$ cat config.mk
export PLATFORM = sky130hd
export DESIGN_NAME = match_run_tracker_flat
export DESIGN_NICKNAME = d
export VERILOG_FILES = /design/src/rtl/match_run_tracker_pkg.sv /design/src/rtl/match_run_tracker_if.sv /design/src/rtl/match_run_tracker_sat_counter.sv /design/src/rtl/match_run_tracker.sv /design/src/flat_wrapper.sv
export SDC_FILE = /design/constraint.sdc
export NUM_CORES = 1
export LEC_CHECK = 0
export CELL_PAD_IN_SITES_DETAIL_PLACEMENT = 1
export CELL_PAD_IN_SITES_GLOBAL_PLACEMENT = 1
export CORE_MARGIN = 2
export CORE_UTILIZATION = 29
export CTS_CLUSTER_DIAMETER = 100
export CTS_CLUSTER_SIZE = 14
export DETAILED_ROUTE_END_ITERATION = 8
export PLACE_DENSITY = 0.67
export RECOVER_POWER = 50
export SLEW_MARGIN = 30
export SYNTH_ARGS = -nofsm -noshare
export SYNTH_HDL_FRONTEND = slang
export SYNTH_SLANG_ARGS = --single-unit
export TNS_END_PERCENT = 10
$ cat constraint.sdc
create_clock -name clock -period 3.45 [get_ports clock]
set_input_delay 0.5175 -clock clock [delete_from_list [all_inputs] [get_ports clock]]
set_output_delay 0.5175 -clock clock [all_outputs]
set_load 0.02 [all_outputs]
$ cat src/rtl/match_run_tracker_pkg.sv
// Shared types for the match run tracker: FSM state encoding, result record
// and the default threshold.
package match_run_tracker_pkg;

   localparam int CNT_BW_DEF     = 16;
   localparam int RUN_THRESH_DEF = 4;

   typedef enum logic [1:0] {
      TRK_IDLE   = 2'd0,
      TRK_ACTIVE = 2'd1,
      TRK_REPORT = 2'd2
   } trk_state_e;

   typedef struct packed {
      logic                  found;
      logic [CNT_BW_DEF-1:0] total;
      logic [CNT_BW_DEF-1:0] longest;
      logic [CNT_BW_DEF-1:0] first_idx;
   } trk_res_t;

endpackage

$ cat src/rtl/match_run_tracker_if.sv
// Beat stream in, per-frame result record out (valid/ready), plus status.
interface match_run_tracker_if #(
   parameter int CNT_BW = 16
);
   logic              start_i;
   logic              valid_i;
   logic              match_i;
   logic              last_i;
   logic              ready_i;
   logic              busy_o;
   logic              hit_o;
   logic              res_valid_o;
   logic              res_found_o;
   logic [CNT_BW-1:0] res_total_o;
   logic [CNT_BW-1:0] res_longest_o;
   logic [CNT_BW-1:0] res_first_idx_o;

   modport slave (
      input  start_i, valid_i, match_i, last_i, ready_i,
      output busy_o, hit_o, res_valid_o, res_found_o,
             res_total_o, res_longest_o, res_first_idx_o
   );

   modport master (
      output start_i, valid_i, match_i, last_i, ready_i,
      input  busy_o, hit_o, res_valid_o, res_found_o,
             res_total_o, res_longest_o, res_first_idx_o
   );
endinterface

$ cat src/rtl/match_run_tracker_sat_counter.sv
// Clearable up-counter that sticks at all-ones instead of wrapping.
module sat_counter #(
   parameter int CNT_BW = 16
) (
   input  logic              clock,
   input  logic              reset,
   input  logic              i_clr,
   input  logic              i_inc,
   output logic [CNT_BW-1:0] o_cnt
);
   logic [CNT_BW-1:0] r_cnt;

   always_ff @(posedge clock) begin
      if (reset || i_clr)
         r_cnt <= '0;
      else if (i_inc && (r_cnt != {CNT_BW{1'b1}}))
         r_cnt <= r_cnt + CNT_BW'(1);
   end

   assign o_cnt = r_cnt;
endmodule

$ cat src/rtl/match_run_tracker.sv
// Per-frame match statistics over a compare-beat stream: total, longest run,
// first match index, plus a threshold pulse on the current run.
module match_run_tracker
   import match_run_tracker_pkg::*;
#(
   parameter int CNT_BW     = CNT_BW_DEF,
   parameter int RUN_THRESH = RUN_THRESH_DEF
) (
   input  logic               clock,
   input  logic               reset,
   match_run_tracker_if.slave bus
);
   localparam logic [1:0]        ST_IDLE   = 2'(TRK_IDLE);
   localparam logic [1:0]        ST_ACTIVE = 2'(TRK_ACTIVE);
   localparam logic [1:0]        ST_REPORT = 2'(TRK_REPORT);
   localparam logic [CNT_BW-1:0] CNT_MAX   = {CNT_BW{1'b1}};
   localparam logic [CNT_BW-1:0] THR       = CNT_BW'(RUN_THRESH);

   logic [1:0]        r_state;
   logic              r_found, r_hit;
   logic [CNT_BW-1:0] r_longest, r_first_idx;
   logic              r_res_valid, r_res_found;
   logic [CNT_BW-1:0] r_res_total, r_res_longest, r_res_first_idx;

   logic              w_start, w_beat, w_mbeat;
   logic [CNT_BW-1:0] w_idx, w_run, w_total;
   logic [CNT_BW-1:0] w_run_nx, w_total_nx, w_longest_nx, w_first_nx;
   logic              w_found_nx;

   // Start wins over any same-cycle beat; REPORT ignores the stream entirely.
   assign w_start = bus.start_i && (r_state != ST_REPORT);
   assign w_beat  = (r_state == ST_ACTIVE) && bus.valid_i && !bus.start_i;
   assign w_mbeat = w_beat && bus.match_i;

   sat_counter #(.CNT_BW(CNT_BW)) u_idx (
      .clock(clock), .reset(reset), .i_clr(w_start), .i_inc(w_beat), .o_cnt(w_idx)
   );
   sat_counter #(.CNT_BW(CNT_BW)) u_run (
      .clock(clock), .reset(reset), .i_clr(w_start || (w_beat && !bus.match_i)),
      .i_inc(w_mbeat), .o_cnt(w_run)
   );
   sat_counter #(.CNT_BW(CNT_BW)) u_total (
      .clock(clock), .reset(reset), .i_clr(w_start), .i_inc(w_mbeat), .o_cnt(w_total)
   );

   // Post-beat views, so the result record can be taken on the last beat itself.
   assign w_run_nx     = (w_run == CNT_MAX) ? w_run : w_run + CNT_BW'(1);
   assign w_total_nx   = (w_mbeat && (w_total != CNT_MAX)) ? w_total + CNT_BW'(1) : w_total;
   assign w_found_nx   = r_found || w_mbeat;
   assign w_first_nx   = (w_mbeat && !r_found) ? w_idx : r_first_idx;
   assign w_longest_nx = (w_mbeat && (w_run_nx > r_longest)) ? w_run_nx : r_longest;

   always_ff @(posedge clock) begin
      if (reset) begin
         r_state         <= ST_IDLE;
         r_found         <= 1'b0;
         r_hit           <= 1'b0;
         r_longest       <= '0;
         r_first_idx     <= '0;
         r_res_valid     <= 1'b0;
         r_res_found     <= 1'b0;
         r_res_total     <= '0;
         r_res_longest   <= '0;
         r_res_first_idx <= '0;
      end else begin
         // A run saturated at CNT_MAX no longer changes, so it cannot re-fire.
         // The last beat leads straight to REPORT, where hit must stay low.
         r_hit <= w_mbeat && !bus.last_i && (w_run != CNT_MAX) && (w_run_nx == THR);

         if (w_start) begin
            r_found     <= 1'b0;
            r_longest   <= '0;
            r_first_idx <= '0;
         end else if (w_beat) begin
            r_found     <= w_found_nx;
            r_longest   <= w_longest_nx;
            r_first_idx <= w_first_nx;
         end

         case (r_state)
            ST_IDLE:
               if (bus.start_i) r_state <= ST_ACTIVE;
            ST_ACTIVE:
               if (w_beat && bus.last_i) begin
                  r_state         <= ST_REPORT;
                  r_res_valid     <= 1'b1;
                  r_res_found     <= w_found_nx;
                  r_res_total     <= w_total_nx;
                  r_res_longest   <= w_longest_nx;
                  r_res_first_idx <= w_first_nx;
               end
            ST_REPORT:
               if (bus.ready_i) begin
                  r_state     <= ST_IDLE;
                  r_res_valid <= 1'b0;
               end
            default:
               r_state <= ST_IDLE;
         endcase
      end
   end

   assign bus.busy_o          = (r_state != ST_IDLE);
   assign bus.hit_o           = r_hit;
   assign bus.res_valid_o     = r_res_valid;
   assign bus.res_found_o     = r_res_found;
   assign bus.res_total_o     = r_res_total;
   assign bus.res_longest_o   = r_res_longest;
   assign bus.res_first_idx_o = r_res_first_idx;
endmodule

$ cat src/flat_wrapper.sv
// flat-port wrapper written by rule: the top's interface ports become plain ports
module match_run_tracker_flat import match_run_tracker_pkg::*;
#(
   parameter int CNT_BW     = CNT_BW_DEF,
   parameter int RUN_THRESH = RUN_THRESH_DEF
)
  (clock, reset, bus_start_i, bus_valid_i, bus_match_i, bus_last_i, bus_ready_i, bus_busy_o, bus_hit_o, bus_res_valid_o, bus_res_found_o, bus_res_total_o, bus_res_longest_o, bus_res_first_idx_o);
  match_run_tracker_if #(.CNT_BW(CNT_BW)) bus_i ();
  input  logic clock;
  input  logic reset;
  input wire logic [$bits(bus_i.start_i)-1:0] bus_start_i;
  input wire logic [$bits(bus_i.valid_i)-1:0] bus_valid_i;
  input wire logic [$bits(bus_i.match_i)-1:0] bus_match_i;
  input wire logic [$bits(bus_i.last_i)-1:0] bus_last_i;
  input wire logic [$bits(bus_i.ready_i)-1:0] bus_ready_i;
  output wire logic [$bits(bus_i.busy_o)-1:0] bus_busy_o;
  output wire logic [$bits(bus_i.hit_o)-1:0] bus_hit_o;
  output wire logic [$bits(bus_i.res_valid_o)-1:0] bus_res_valid_o;
  output wire logic [$bits(bus_i.res_found_o)-1:0] bus_res_found_o;
  output wire logic [$bits(bus_i.res_total_o)-1:0] bus_res_total_o;
  output wire logic [$bits(bus_i.res_longest_o)-1:0] bus_res_longest_o;
  output wire logic [$bits(bus_i.res_first_idx_o)-1:0] bus_res_first_idx_o;
  assign bus_i.start_i = bus_start_i;
  assign bus_i.valid_i = bus_valid_i;
  assign bus_i.match_i = bus_match_i;
  assign bus_i.last_i = bus_last_i;
  assign bus_i.ready_i = bus_ready_i;
  assign bus_busy_o = bus_i.busy_o;
  assign bus_hit_o = bus_i.hit_o;
  assign bus_res_valid_o = bus_i.res_valid_o;
  assign bus_res_found_o = bus_i.res_found_o;
  assign bus_res_total_o = bus_i.res_total_o;
  assign bus_res_longest_o = bus_i.res_longest_o;
  assign bus_res_first_idx_o = bus_i.res_first_idx_o;
  match_run_tracker #(.CNT_BW(CNT_BW), .RUN_THRESH(RUN_THRESH)) u_core (.clock(clock), .reset(reset), .bus(bus_i));
endmodule
==> run metrics <==
status=complete, no violations; Top Usage Layer GRT=met2; Syn Nets=753; Worst-Skew Late Latency=0.43 ns; Seq pwr share=44.0%; Hold Crit Class=reg -> reg; Slew @ Worst Pin=0.753 ns; DR vias=5410; YS warnings=0; fin crit period=3.31 ns; CP required=3.82 ns; Fmax=0.302 GHz; largest net degree at the start of global routing=66; Root Buffer=clkbuf_16; Reg clk slew, reported paths=0.06 ns; Antenna Nets Post-Route=0; worst clock skew=0.00743 ns; initial antenna violation count=0; largest cells by area after synthesis=dfxtp_1 43%, nor2_1 8.3%, mux2i_1 5.1%; Final period util=95.9%; number of placed I/O pins=59; syn_area_per_cell=8.61 µm²; kind of critical path=reg -> reg; Adder-Cell Fraction of Synth Area=3.80%; Multi-input gate area=3300 µm²; Synth top area share=42.8%; Psw=0.000797 W; Syn Std Cell Area=6260 µm²; drt wl/cell=16.3 µm; Setup crit start kind=flop; largest family of logic cells by synthesized area=simple AND/OR/NAND/NOR gates; GR Layer Usage met2=26.5%; CTS tree=built; CTS max path bufs=2; Starting Density=29.7%; R2R cell count=14; Die X=151 µm; Distinct cells, synth=55; 1st-iter DRT viols=193; fin. max-slew vios=0; Num CTS Buffers=17; top fanout value on the critical path=24; sequential share of the synthesized area=42.8%; Gate Count Post-Synth=727; VDD IR max=283 µV; drt first pass iters=4; WP data arrival=3.67 ns; top_reg_cell synth=dfxtp_1; global-route wire length before repair=28.9 mm; Core Box Area=21100 µm²; compound-gate portion of the synthesized area=10.8%; leak pwr=3.00 nW; Pint=0.00277 W; pre-CTS setup slack=-0.0732 ns; Max H-tree Level=4; Seq. cell area=2690 µm²; power density cells=450 nW/µm²; final hold violations=0; XOR/XNOR Fraction of Synth Area=7.27%; # rows=53; largest area contributor in the netlist=dfxtp_1; Comb power frac=4.0%; multiplexer area fraction after synthesis=5.48%; Synth-to-Final Area Change=26.6%; EDFF count, synth=0; # hold bufs at CTS=0; simple-gate area share of the yosys netlist=24.7%; Fill cells=2496; most frequent cell after synthesis=nor2_1; Final setup viols=0; vias in the first global route=5601; fin util=37.6%; synth cell count leaders=138 x nor2_1, 134 x dfxtp_1, 53 x nand2_1; port bufs=58; hold depth=2; Max transition margin=49.8%; Setup crit end kind=flop; final wirelength=17.7 mm; die area=22800 µm²; clock power share=52.0%; Placer Congestion=0.812; flop-to-flop setup slack=0.14 ns; Final WS setup=0.142 ns; register bit total from synthesis=134; gr usage total=16.2%; layout cells sized above 1=11.7%; Num Clock Sinks=134; Die H=151 µm; Max Cap Viol=0; met1 usage=21.0%; hpwl dp=12.2 mm; Via-to-Cell Ratio=4.99; # nets final=823; drt drc=0; Ant. Diodes=0; met3 GRT Util=3.64%; FFs w/ async S/R, synth=0%; GR Overflow Total=0; switching portion of total power=22.3%
## metal layers
layer / share of wire, % / wire length, µm / vias up
met2: 48 / 8430 / 71
met5: 0 / 0 / -
met4: 1.4 / 252 / 0
li1: - / - / 2667
met3: 3.3 / 583 / 18
met1: 48 / 8430 / 2654
## layout make-up
type / count / area share (%)
clock inverter: 11 / 1.89
sequential: 134 / 33.9
inverter: 27 / 1.28
clock buffer: 21 / 5.68
tap: 275 / 4.34
timing repair buffer: 100 / 11.3
multi-input combinational: 517 / 41.6
## what timing repair did
item                                    in CTS  in global routing
buffers inserted                             0                  6
endpoints found under the setup margin      18                 30
pin swaps                                    0                  8
cloned                                       0                  0
resized for setup                            2                 13
## sequential cells by signal (all words and copies together) (netlist names)
register,count
u_core.u_run.o_cnt,16
u_core.u_total.o_cnt,16
u_core.bus.res_found_o,1
u_core.bus.res_longest_o,16
u_core.r_found,1
u_core.r_state,2
u_core.bus.res_valid_o,1
u_core.r_first_idx,16
u_core.bus.res_first_idx_o,16
u_core.r_longest,16
u_core.u_idx.o_cnt,16
u_core.bus.res_total_o,16
u_core.bus.hit_o,1
## cell families after synthesis
logic type	Yosys count
adders and majority gates	19
muxes	34
DFF	134
and+or+nand+nor	319
xor gates and xnor gates	52
AOI/OAI and AO/OA	93
buffers and inverters	76
## critical path, stage by stage (launching register included)
cell	delay (ns)
dfxtp_2	0.35
and4_4	0.24
buf_4	0.14
nand4_1	0.18
xnor2_1	0.23
nand2_1	0.12
ha_1	0.33
nand4_1	0.18
nor4_4	0.33
buf_4	0.17
a21o_1	0.15
a31oi_2	0.06
buf_12	0.20
or4_1	0.47
nand3_1	0.10
## cells in the final DEF (no fill, tap or decap), types with 3 or more instances in the layout
| master | n |
|---|---|
| a211oi_1 | 33 |
| o21ai_0 | 11 |
| ha_1 | 19 |
| buf_4 | 37 |
| clkbuf_1 | 5 |
| nand2_1 | 53 |
| dfxtp_1 | 132 |
| a41oi_1 | 6 |
| or3_1 | 9 |
| and4_1 | 6 |
| nor2_1 | 140 |
| nand3b_1 | 9 |
| inv_1 | 27 |
| xor2_1 | 18 |
| mux2i_1 | 31 |
| bufinv_16 | 3 |
| a211oi_2 | 3 |
| dlygate4sd3_1 | 53 |
| and2_1 | 3 |
| nor3_1 | 10 |
| xnor2_1 | 32 |
| clkinv_4 | 3 |
| a31oi_1 | 4 |
| and4_4 | 3 |
| or4_1 | 5 |
| nor4_1 | 6 |
| nand3_1 | 28 |
| a21oi_1 | 15 |
| a311oi_1 | 5 |
| and3_1 | 8 |
| clkdlybuf4s50_1 | 4 |
| nand2b_1 | 3 |
| nand4_1 | 19 |
| clkbuf_16 | 17 |
## path summary, 6_finish.rpt
| check | to | start |
|---|---|---|
| worst min-delay path | u_core.bus.res_longest_o[9]$_SDFFE_PP0P_ | u_core.bus.res_longest_o[9]$_SDFFE_PP0P_ |
| worst max register to register | u_core.bus.res_longest_o[3]$_SDFFE_PP0P_ | u_core.u_run.o_cnt[10]$_SDFFE_PP0P_ |
| worst min register to register | u_core.bus.res_longest_o[9]$_SDFFE_PP0P_ | u_core.bus.res_longest_o[9]$_SDFFE_PP0P_ |
| worst max-delay path | u_core.bus.res_longest_o[3]$_SDFFE_PP0P_ | u_core.u_run.o_cnt[10]$_SDFFE_PP0P_ |
## power by group through the flow
| stage | clock network, W | registers, W | logic, W |
|---|---|---|---|
| floorplan | 0 | 0.00162 | 0.0000756 |
| global placement | 0 | 0.00160 | 0.000147 |
| detailed placement | 0 | 0.00160 | 0.000149 |
| CTS | 0.00189 | 0.00157 | 0.000150 |
| global route | 0.00197 | 0.00157 | 0.000156 |
| finish | 0.00185 | 0.00157 | 0.000143 |
## per-stage QoR
stage	cell area [µm²]	cells	TNS (ns)	total power (W)	hold slack, ns
3_5_place_dp	7260	1047	-0.347	0.00175	0.449
2_1_floorplan	6280	727	0	0.00169	0.442
5_1_grt	7930	1085	-0.0873	0.00369	0.488
6_report	7930	1085	0	0.00357	0.453
3_3_place_gp	7260	1047	-0.0105	0.00175	0.440
4_1_cts	7860	1079	0	0.00361	0.462
(Power assumes the default switching activity.)
